### src/rtl/retire_monitor_if.sv
// Write-back slot bus as seen by the retire monitor at the tail of the pipeline.
// The pipeline (master) presents one slot per clock; the monitor (slave) samples every edge
// and cannot push back. wb_valid qualifies the slot and wb_flush squashes it.
interface retire_monitor_if;
  logic        wb_valid;
  logic        wb_flush;
  logic [31:0] wb_inst;
  logic        stall;

  modport master (
    output wb_valid,
    output wb_flush,
    output wb_inst,
    output stall
  );

  modport slave (
    input wb_valid,
    input wb_flush,
    input wb_inst,
    input stall
  );
endinterface

### src/rtl/retire_monitor.sv
// Retirement/cycle/stall counters, program-end detection with drain, and a no-retire watchdog.
// Once stop is raised the block is frozen until reset.
module retire_monitor #(
  parameter int          CNT_W        = 32,
  parameter logic [31:0] HALT_INST    = 32'hEAFFFFFE,
  parameter int          DRAIN_CYCLES = 4,
  parameter int          TIMEOUT      = 100000
) (
  input  logic              clk,
  input  logic              rst,
  input  logic              en,
  retire_monitor_if.slave   wb,
  output logic [CNT_W-1:0]  inst_count,
  output logic [CNT_W-1:0]  cycle_count,
  output logic [CNT_W-1:0]  stall_count,
  output logic              stop,
  output logic              timeout,
  output logic [1:0]        dbg_state
);

  typedef enum logic [1:0] {
    IDLE  = 2'd0,
    RUN   = 2'd1,
    DRAIN = 2'd2,
    DONE  = 2'd3
  } state_t;

  localparam int WD_W = $clog2(TIMEOUT + 1);
  localparam int DR_W = (DRAIN_CYCLES > 1) ? $clog2(DRAIN_CYCLES) : 1;
  localparam logic [WD_W-1:0] WD_LAST = WD_W'(TIMEOUT - 1);
  localparam logic [DR_W-1:0] DR_LAST = DR_W'((DRAIN_CYCLES > 0) ? DRAIN_CYCLES - 1 : 0);

  state_t          state;
  logic [WD_W-1:0] wd_cnt;
  logic [DR_W-1:0] drain_cnt;

  logic retire;
  logic is_halt;
  logic wd_expire;

  assign retire    = wb.wb_valid & ~wb.wb_flush;
  assign is_halt   = retire & (wb.wb_inst == HALT_INST);
  // A retiring halt can never also expire the watchdog, so halt wins by construction.
  assign wd_expire = ~retire & (wd_cnt == WD_LAST);
  assign dbg_state = state;

  function automatic logic [CNT_W-1:0] sat_inc(input logic [CNT_W-1:0] v, input logic inc);
    if (inc && (v != {CNT_W{1'b1}}))
      return v + CNT_W'(1);
    return v;
  endfunction

  always_ff @(posedge clk or negedge rst) begin
    if (!rst) begin
      state       <= IDLE;
      inst_count  <= '0;
      cycle_count <= '0;
      stall_count <= '0;
      stop        <= 1'b0;
      timeout     <= 1'b0;
      wd_cnt      <= '0;
      drain_cnt   <= '0;
    end else if (en) begin
      case (state)
        IDLE: begin
          state <= RUN;
        end

        RUN: begin
          cycle_count <= sat_inc(cycle_count, 1'b1);
          stall_count <= sat_inc(stall_count, wb.stall);
          inst_count  <= sat_inc(inst_count, retire);
          if (retire)
            wd_cnt <= '0;
          else if (!wd_expire)
            wd_cnt <= wd_cnt + WD_W'(1);

          if (is_halt) begin
            drain_cnt <= '0;
            if (DRAIN_CYCLES == 0) begin
              state <= DONE;
              stop  <= 1'b1;
            end else begin
              state <= DRAIN;
            end
          end else if (wd_expire) begin
            state   <= DONE;
            stop    <= 1'b1;
            timeout <= 1'b1;
          end
        end

        DRAIN: begin
          // In-flight slots are still clocked out, but nothing past the halt is counted.
          cycle_count <= sat_inc(cycle_count, 1'b1);
          if (drain_cnt == DR_LAST) begin
            state <= DONE;
            stop  <= 1'b1;
          end else begin
            drain_cnt <= drain_cnt + DR_W'(1);
          end
        end

        DONE: begin
          state <= DONE;
        end

        default: begin
          state <= IDLE;
        end
      endcase
    end
  end

endmodule

### src/flat_wrapper.sv
// flat-port wrapper written by rule: the top's interface ports become plain ports
module retire_monitor_flat 
#(
  parameter int          CNT_W        = 32,
  parameter logic [31:0] HALT_INST    = 32'hEAFFFFFE,
  parameter int          DRAIN_CYCLES = 4,
  parameter int          TIMEOUT      = 100000
)
  (clk, rst, en, inst_count, cycle_count, stall_count, stop, timeout, dbg_state, wb_wb_valid, wb_wb_flush, wb_wb_inst, wb_stall);
  retire_monitor_if wb_i ();
  input  logic clk;
  input  logic rst;
  input  logic en;
  output logic [CNT_W-1:0] inst_count;
  output logic [CNT_W-1:0] cycle_count;
  output logic [CNT_W-1:0] stall_count;
  output logic stop;
  output logic timeout;
  output logic [1:0] dbg_state;
  input wire logic [$bits(wb_i.wb_valid)-1:0] wb_wb_valid;
  input wire logic [$bits(wb_i.wb_flush)-1:0] wb_wb_flush;
  input wire logic [$bits(wb_i.wb_inst)-1:0] wb_wb_inst;
  input wire logic [$bits(wb_i.stall)-1:0] wb_stall;
  assign wb_i.wb_valid = wb_wb_valid;
  assign wb_i.wb_flush = wb_wb_flush;
  assign wb_i.wb_inst = wb_wb_inst;
  assign wb_i.stall = wb_stall;
  retire_monitor #(.CNT_W(CNT_W), .HALT_INST(HALT_INST), .DRAIN_CYCLES(DRAIN_CYCLES), .TIMEOUT(TIMEOUT)) u_core (.clk(clk), .rst(rst), .en(en), .wb(wb_i), .inst_count(inst_count), .cycle_count(cycle_count), .stall_count(stall_count), .stop(stop), .timeout(timeout), .dbg_state(dbg_state));
endmodule
### config.mk
export PLATFORM = sky130hd
export DESIGN_NAME = retire_monitor_flat
export DESIGN_NICKNAME = d
export VERILOG_FILES = /design/src/rtl/retire_monitor_if.sv /design/src/rtl/retire_monitor.sv /design/src/flat_wrapper.sv
export SDC_FILE = /design/constraint.sdc
export NUM_CORES = 1
export LEC_CHECK = 0
export ABC_AREA = 1
export BUFFER_PORTS_ARGS = -buffer_cell sky130_fd_sc_hd__buf_4
export CORE_MARGIN = 3
export CORE_UTILIZATION = 57
export DETAILED_ROUTE_END_ITERATION = 7
export PLACE_DENSITY = 0.81
export SYNTH_ARGS = -nofsm -noshare
export SYNTH_HDL_FRONTEND = slang
export SYNTH_SLANG_ARGS = --single-unit
export TNS_END_PERCENT = 1
### constraint.sdc
create_clock -name clk -period 1.99 [get_ports clk]
set_input_delay 0.0995 -clock clk [delete_from_list [all_inputs] [get_ports clk]]
set_output_delay 0.0995 -clock clk [all_outputs]
set_load 0.05 [all_outputs]
==> impl_metrics.ini, run 1 <==
[die]
die_h_um = 124
die_w_um = 124
ioPinCount = 138
die_area_mm2 = 0.0155
row_count = 42
initial_core_util = 0.593
core_area_mm2 = 0.0135

[sta]
finalClockSkew_ps = 6.96
rsz0062_at_grt = true
max_freq_mhz = 522
hold_viol_final = 0
max-slew-margin-rel = 0.650
whs_ps = 52.3
tightest_slew_ps = 522
finalMaxSlewViolations = 0
setup_violations = 0
period_needed_ps = 1920
min_period_over_period = 0.964

[outcome]
outcome = completed

[placed_design]
io_buffers = 137
dpl.hpwl_um = 16400
dpl-instance-area_mm2 = 0.00936
placed_cells = 1547
gp_congestion = 0.942

[power]
vdd_drop_max_mv = 0.934
p_leak_uw = 0.00501
p_per_area_mw_per_mm2 = 863

[clock_network]
tritoncts = yes
clkLatencyLatePin_ps = 430
cts_setup_buffers = 0
cts_root_buf = clkbuf_16
cts_buffers = 17
htreeDepth = 4
path_clk_slew_ps = 60
cts_num_sinks = 119
cts_buffer_depth = 2

[detailed_routing]
via_per_inst = 5.34
ant_nets = 0
drc = 0
wl_per_cell_um = 14.4
drt_iter0_drc = 751
dr.pass1.iters = 7
route.vias.total = 8451
routed_wl_um = 22800

[grt]
grt_max_degree = 48
grt_pass1_vias = 7757
antenna_found_initial = 0
grt_pass1_wl_um = 37400
grtUsageTotal = 0.291
grt-ovfl-total = 0

[setup_path]
critPathKind = flop to flop
endpoint_kind = flop
cp.arrival_ps = 2280
crit_path_max_fanout = 16
crit_required_ps = 2360
critPathLaunchType = flop

[min_path]
hp-class = primary input to flop

[cells_and_area]
diodes = 0
nets = 1441
final_area_mm2 = 0.0101
final_layout_size_suffix_gt1_frac = 0.167
area_growth_pct = 26.5
final_cells = 1583

[synth]
synth.distinct_cells = 29
async_reset_ff_frac = 1.00
synth_cells = 1219
syn_avg_cell_area_um2 = 6.55
synth_ff_type = dfrtp_1
ys_seq_elements = 119
seq_area_frac_synth = 0.373
synth_fp_nets = 1266
synth_edf_count = 0
syn_area_mm2 = 0.00798
yosysWarningCount = 0

[run]
maxCapViolations = 0
-- path summary, 6_finish.rpt --
| path | start | end | slack (ps) | depth (start not counted) |
|---|---|---|---|---|
| min | en | u_core.timeout$_DFFE_PN0P_ | 50 | 3 |
| max reg2reg | u_core.stall_count[0]$_DFFE_PN0P_ | u_core.stall_count[12]$_DFFE_PN0P_ | 70 | 12 |
| min reg2reg | u_core.drain_cnt[1]$_DFFE_PN0P_ | u_core.drain_cnt[1]$_DFFE_PN0P_ | 490 | 2 |
| max in group asynchronous | rst | u_core.cycle_count[0]$_DFFE_PN0P_ | 1090 | 3 |
| min in group asynchronous | rst | u_core.inst_count[10]$_DFFE_PN0P_ | 190 | 2 |
| max | u_core.stall_count[0]$_DFFE_PN0P_ | u_core.stall_count[12]$_DFFE_PN0P_ | 70 | 12 |
-- kinds of logic after synthesis --
| family | after synthesis | share of synthesized area |
|---|---|---|
| AOI/OAI and AO/OA | 41 | 0.0274 |
| adders and majority gates | 9 | 0.0141 |
| xor gates and xnor gates | 52 | 0.0571 |
| and+or+nand+nor | 857 | 0.450 |
| DFF | 119 | 0.373 |
| buffers and inverters | 141 | 0.0779 |
-- metal layers --
metal / GRT usage / part of all wire / vias up
met5: 0 / 0 / -
met4: 0.0870 / 0.019 / 0
met3: 0.0600 / 0.066 / 49
met2: 0.473 / 0.48 / 337
met1: 0.393 / 0.43 / 3911
li1: - / - / 4154
-- cell usage in the layout, fill, tap and decap left out, types with 2 or more instances in the layout --
cell | Yosys | layout
inv_1 | 117 | 116
nand2_1 | 571 | 570
nor2_1 | 124 | 124
a21oi_1 | 2 | 2
nand3b_1 | 26 | 26
clkinvlp_4 | 0 | 7
o21ai_0 | 34 | 34
dfrtp_1 | 119 | 113
nor3_1 | 37 | 35
clkbuf_16 | 0 | 17
clkinv_2 | 0 | 2
ha_1 | 9 | 8
nor2_4 | 3 | 3
xor2_1 | 36 | 36
nand4_1 | 37 | 37
nand2_4 | 2 | 3
nand3_1 | 48 | 48
dfrtp_2 | 0 | 6
nor3_2 | 1 | 3
nand2_2 | 3 | 4
nor2_2 | 3 | 3
xnor2_1 | 16 | 16
o21bai_1 | 3 | 3
bufinv_16 | 0 | 5
buf_4 | 5 | 171
buf_12 | 0 | 2
clkbuf_8 | 0 | 2
-- worst max-delay path, stage by stage (launching register included) --
cell and delay, ps:
dfrtp_2 460, ha_4 160, nand2_2 60, nor2_4 120
nand2_4 80, nor2_4 120, nand2_2 100, nor2_4 160
nand2_4 120, nand2_8 170, buf_4 180, nand2_1 60
nand2_1 70
-- where the power goes --
group	switching (uW)	internal, uW
combinational	1530	714
sequential	340	2690
clock	1150	2280
total	3020	5680
-- repair_timing --
| action | 4_1_cts | 5_1_grt |
|---|---|---|
| gates resized for setup | 0 | 12 |
| endpoints found under the setup margin | 1 | 95 |
| endpoints found under the hold margin | 34 | 0 |
| cloned | 1 | 2 |
| hold buffers | 1 | 0 |
| pin swaps | 1 | 1 |
-- registers in the layout (all words and copies together), names as in the netlist --
register and count:
u_core.cycle_count 32, u_core.stall_count 32, u_core.inst_count 32, u_core.wd_cnt 17, u_core.dbg_state 2, u_core.stop 1, u_core.drain_cnt 2, u_core.timeout 1
-- final cells by class --
cell class              count  area (um^2)
inverters                 120          464
clock buffers              20          457
well taps                 176          220
repair inverters            2         15.0
repair buffers            174         1330
fillers                  1101         3360
multi-input cells         960         4420
flip-flops and latches    119         2990
clock inverters            12          199
-- through the flow --
stage	utilization	setup TNS, ps	total power [uW]	setup WS, ps
2_1_floorplan	-	-1150	4520	-36.7
3_3_place_gp	0.696	0	5160	112
3_5_place_dp	0.696	0	5210	47.4
4_1_cts	0.746	0	8650	22.4
5_1_grt	0.750	-850	9110	-62.8
6_report	0.750	0	8700	72.5
-- Yosys cell counts, types with 3 or more instances --
cell type  instances  area share
ha_1               9       0.014
nor2_1           124       0.058
buf_2              3      0.0019
nor3_1            37       0.023
buf_6              9       0.013
nand2_2            3      0.0024
clkbuf_1           4      0.0019
o21ai_0           34       0.021
o21bai_1           3      0.0028
buf_4              5      0.0047
dfrtp_1          119        0.37
nand4_1           37       0.029
nor2_2             3      0.0024
xnor2_1           16       0.018
nand3b_1          26       0.024
nand2_1          571        0.27
xor2_1            36       0.040
nand3_1           48       0.030
nor2_4             3      0.0042
inv_1            117       0.055
Power figures use the tool's default switching activity.
==> run 2, diff against run 1 <==
CORE_UTILIZATION = 50   (was 57)
PLACE_DENSITY = 0.72   (was 0.81)
==> impl_metrics.ini, run 2 (synthesis results as in run 1) <==
[outcome]
outcome = completed

[sta]
finalClockSkew_ps = 8.41
period_needed_ps = 1900
setup_violations = 0
max_freq_mhz = 526
rsz0062_at_grt = true
tightest_slew_ps = 518
max-slew-margin-rel = 0.652
min_period_over_period = 0.956
finalMaxSlewViolations = 0
setup_tns_ps = 0
hold_viol_final = 0

[detailed_routing]
drt_iter0_drc = 585
routed_wl_um = 22500
wl_per_cell_um = 13.8
drc = 0
dr.pass1.iters = 5
via_per_inst = 5.10
ant_nets = 0
route.vias.total = 8295

[die]
die_h_um = 132
die_w_um = 132
core_area_mm2 = 0.0154
die_area_mm2 = 0.0175
ioPinCount = 138
row_count = 45
initial_core_util = 0.517

[setup_path]
endpoint_kind = flop
crit_path_max_fanout = 5
crit_required_ps = 2290
critPathTopFamily = simple AND/OR/NAND/NOR gates
cp.arrival_ps = 2210
max_stage_delay_ps = 390
critPathBufInv = 1
path_cells = ha_1, nand3_1, nor2_1, nand3_1, nand2_2, clkinvlp_2, nand2_1, a21oi_1
critPathKind = flop to flop
crit_path_top_delay_cell = dfrtp_1
timing.rr.start = u_core.wd_cnt[0]$_DFFE_PN0P_
critPathLaunchType = flop
crit_path_start = u_core.wd_cnt[0]$_DFFE_PN0P_
cp_common_cell = nand3_1

[cells_and_area]
most-common-layout-cells = nand2_1, buf_4, nor2_1, inv_1, dfrtp_1
final_layout_size_suffix_gt1_frac = 0.172
final_cells = 1628
area_growth_pct = 27.3
fin_util = 0.658
nets = 1451
diodes = 0
reg_top3 = u_core.cycle_count (32), u_core.inst_count (32), u_core.stall_count (32)
final_common_cell = nand2_1

[clock_network]
path_clk_slew_ps = 60
tritoncts = yes
cts_num_sinks = 119
cts_root_buf = clkbuf_16
htreeDepth = 4
clkLatencyLatePin_ps = 420
cts_buffer_depth = 2
cts_buffers = 17

[min_path]
hp-class = primary input to flop
holdCritStartpoint = en

[placed_design]
placed_cells = 1592
dpl.hpwl_um = 16700
gp_congestion = 0.952
io_buffers = 137

[grt]
grtUsageTotal = 0.256
grt_max_degree = 44
grt-ovfl-total = 0
grt_pass1_vias = 7696
antenna_found_initial = 0
grt_pass1_wl_um = 37200

[power]
internal_power_uw = 5490
p_per_area_mw_per_mm2 = 833
p_switching_uw = 2970
pwr-share-seq = 0.354
p_leak_uw = 0.00506
clkPwrFrac = 0.382
sw_frac_of_total = 0.351
vdd_drop_max_mv = 0.700
combPwrFrac = 0.265

[run]
maxCapViolations = 0
run 2: cell count changes in the layout (fill, tap and decap cells not counted), sizes merged:
| cell | previous run | this run |
|---|---|---|
| bufinv | 5 | 4 |
| nand2 | 578 | 577 |
| clkinv | 3 | 5 |
| buf | 173 | 183 |
| inv | 119 | 120 |
| clkbuf | 20 | 19 |
run 2: final timing paths:
| check | to | slack [ps] | depth (start not counted) |
|---|---|---|---|
| setup / recovery | u_core.wd_cnt[2]$_DFFE_PN0P_ | 90 | 8 |
| hold / removal | u_core.timeout$_DFFE_PN0P_ | 70 | 3 |
| setup reg to reg | u_core.wd_cnt[2]$_DFFE_PN0P_ | 90 | 8 |
| hold reg to reg | u_core.drain_cnt[1]$_DFFE_PN0P_ | 490 | 2 |
| max in group asynchronous | u_core.stall_count[0]$_DFFE_PN0P_ | 1110 | 3 |
| min in group asynchronous | u_core.inst_count[11]$_DFFE_PN0P_ | 180 | 2 |
run 2: power groups by stage:
stage               Sequential [uW]  Clock, uW  Combinational (uW)
finish                         2990       3230                2240
floorplan                      3420          0                1100
CTS                            2980       3270                2200
global route                   3040       3370                2500
detailed placement             3020          0                2190
global placement               3020          0                2170
run 2: per-stage QoR:
| step | hold WS (ps) | setup WS [ps] | power (uW) | instance area (um^2) |
|---|---|---|---|---|
| CTS | 60.3 | 87.7 | 8460 | 10100 |
| floorplan | -196 | -36.7 | 4520 | 7990 |
| global placement | 90.3 | 138 | 5190 | 9490 |
| detailed placement | 86.5 | 110 | 5210 | 9490 |
| global route | 84.6 | -55.3 | 8920 | 10200 |
| finish | 73.3 | 88.0 | 8460 | 10200 |
run 2: per-layer routing:
layer,track usage,wire (um)
met5,0,0
met4,0.0652,365
met3,0.0492,1360
met2,0.418,10700
met1,0.352,10100
run 2: timing repair:
| action | in CTS | in global routing |
|---|---|---|
| gates resized for setup | 0 | 9 |
| hold endpoints to repair | 31 | 0 |
| buffers inserted | 0 | 0 |
| hold buffers | 1 | 0 |
| endpoints found under the setup margin | 0 | 73 |
run 2: cell type report:
class | count | area [um^2]
Fill cell | 1429 | 5270
Multi-Input combinational cell | 959 | 4390
Sequential cell | 119 | 2990
Timing Repair Buffer | 184 | 1420
Inverter | 120 | 459
Clock buffer | 19 | 433
Tap cell | 211 | 264
Clock inverter | 13 | 180
Timing Repair inverter | 3 | 20.0
run 2: worst min-delay path, cell delays in order:
cell and delay [ps]:
buf_4 130, nand2_1 120, o21bai_1 90
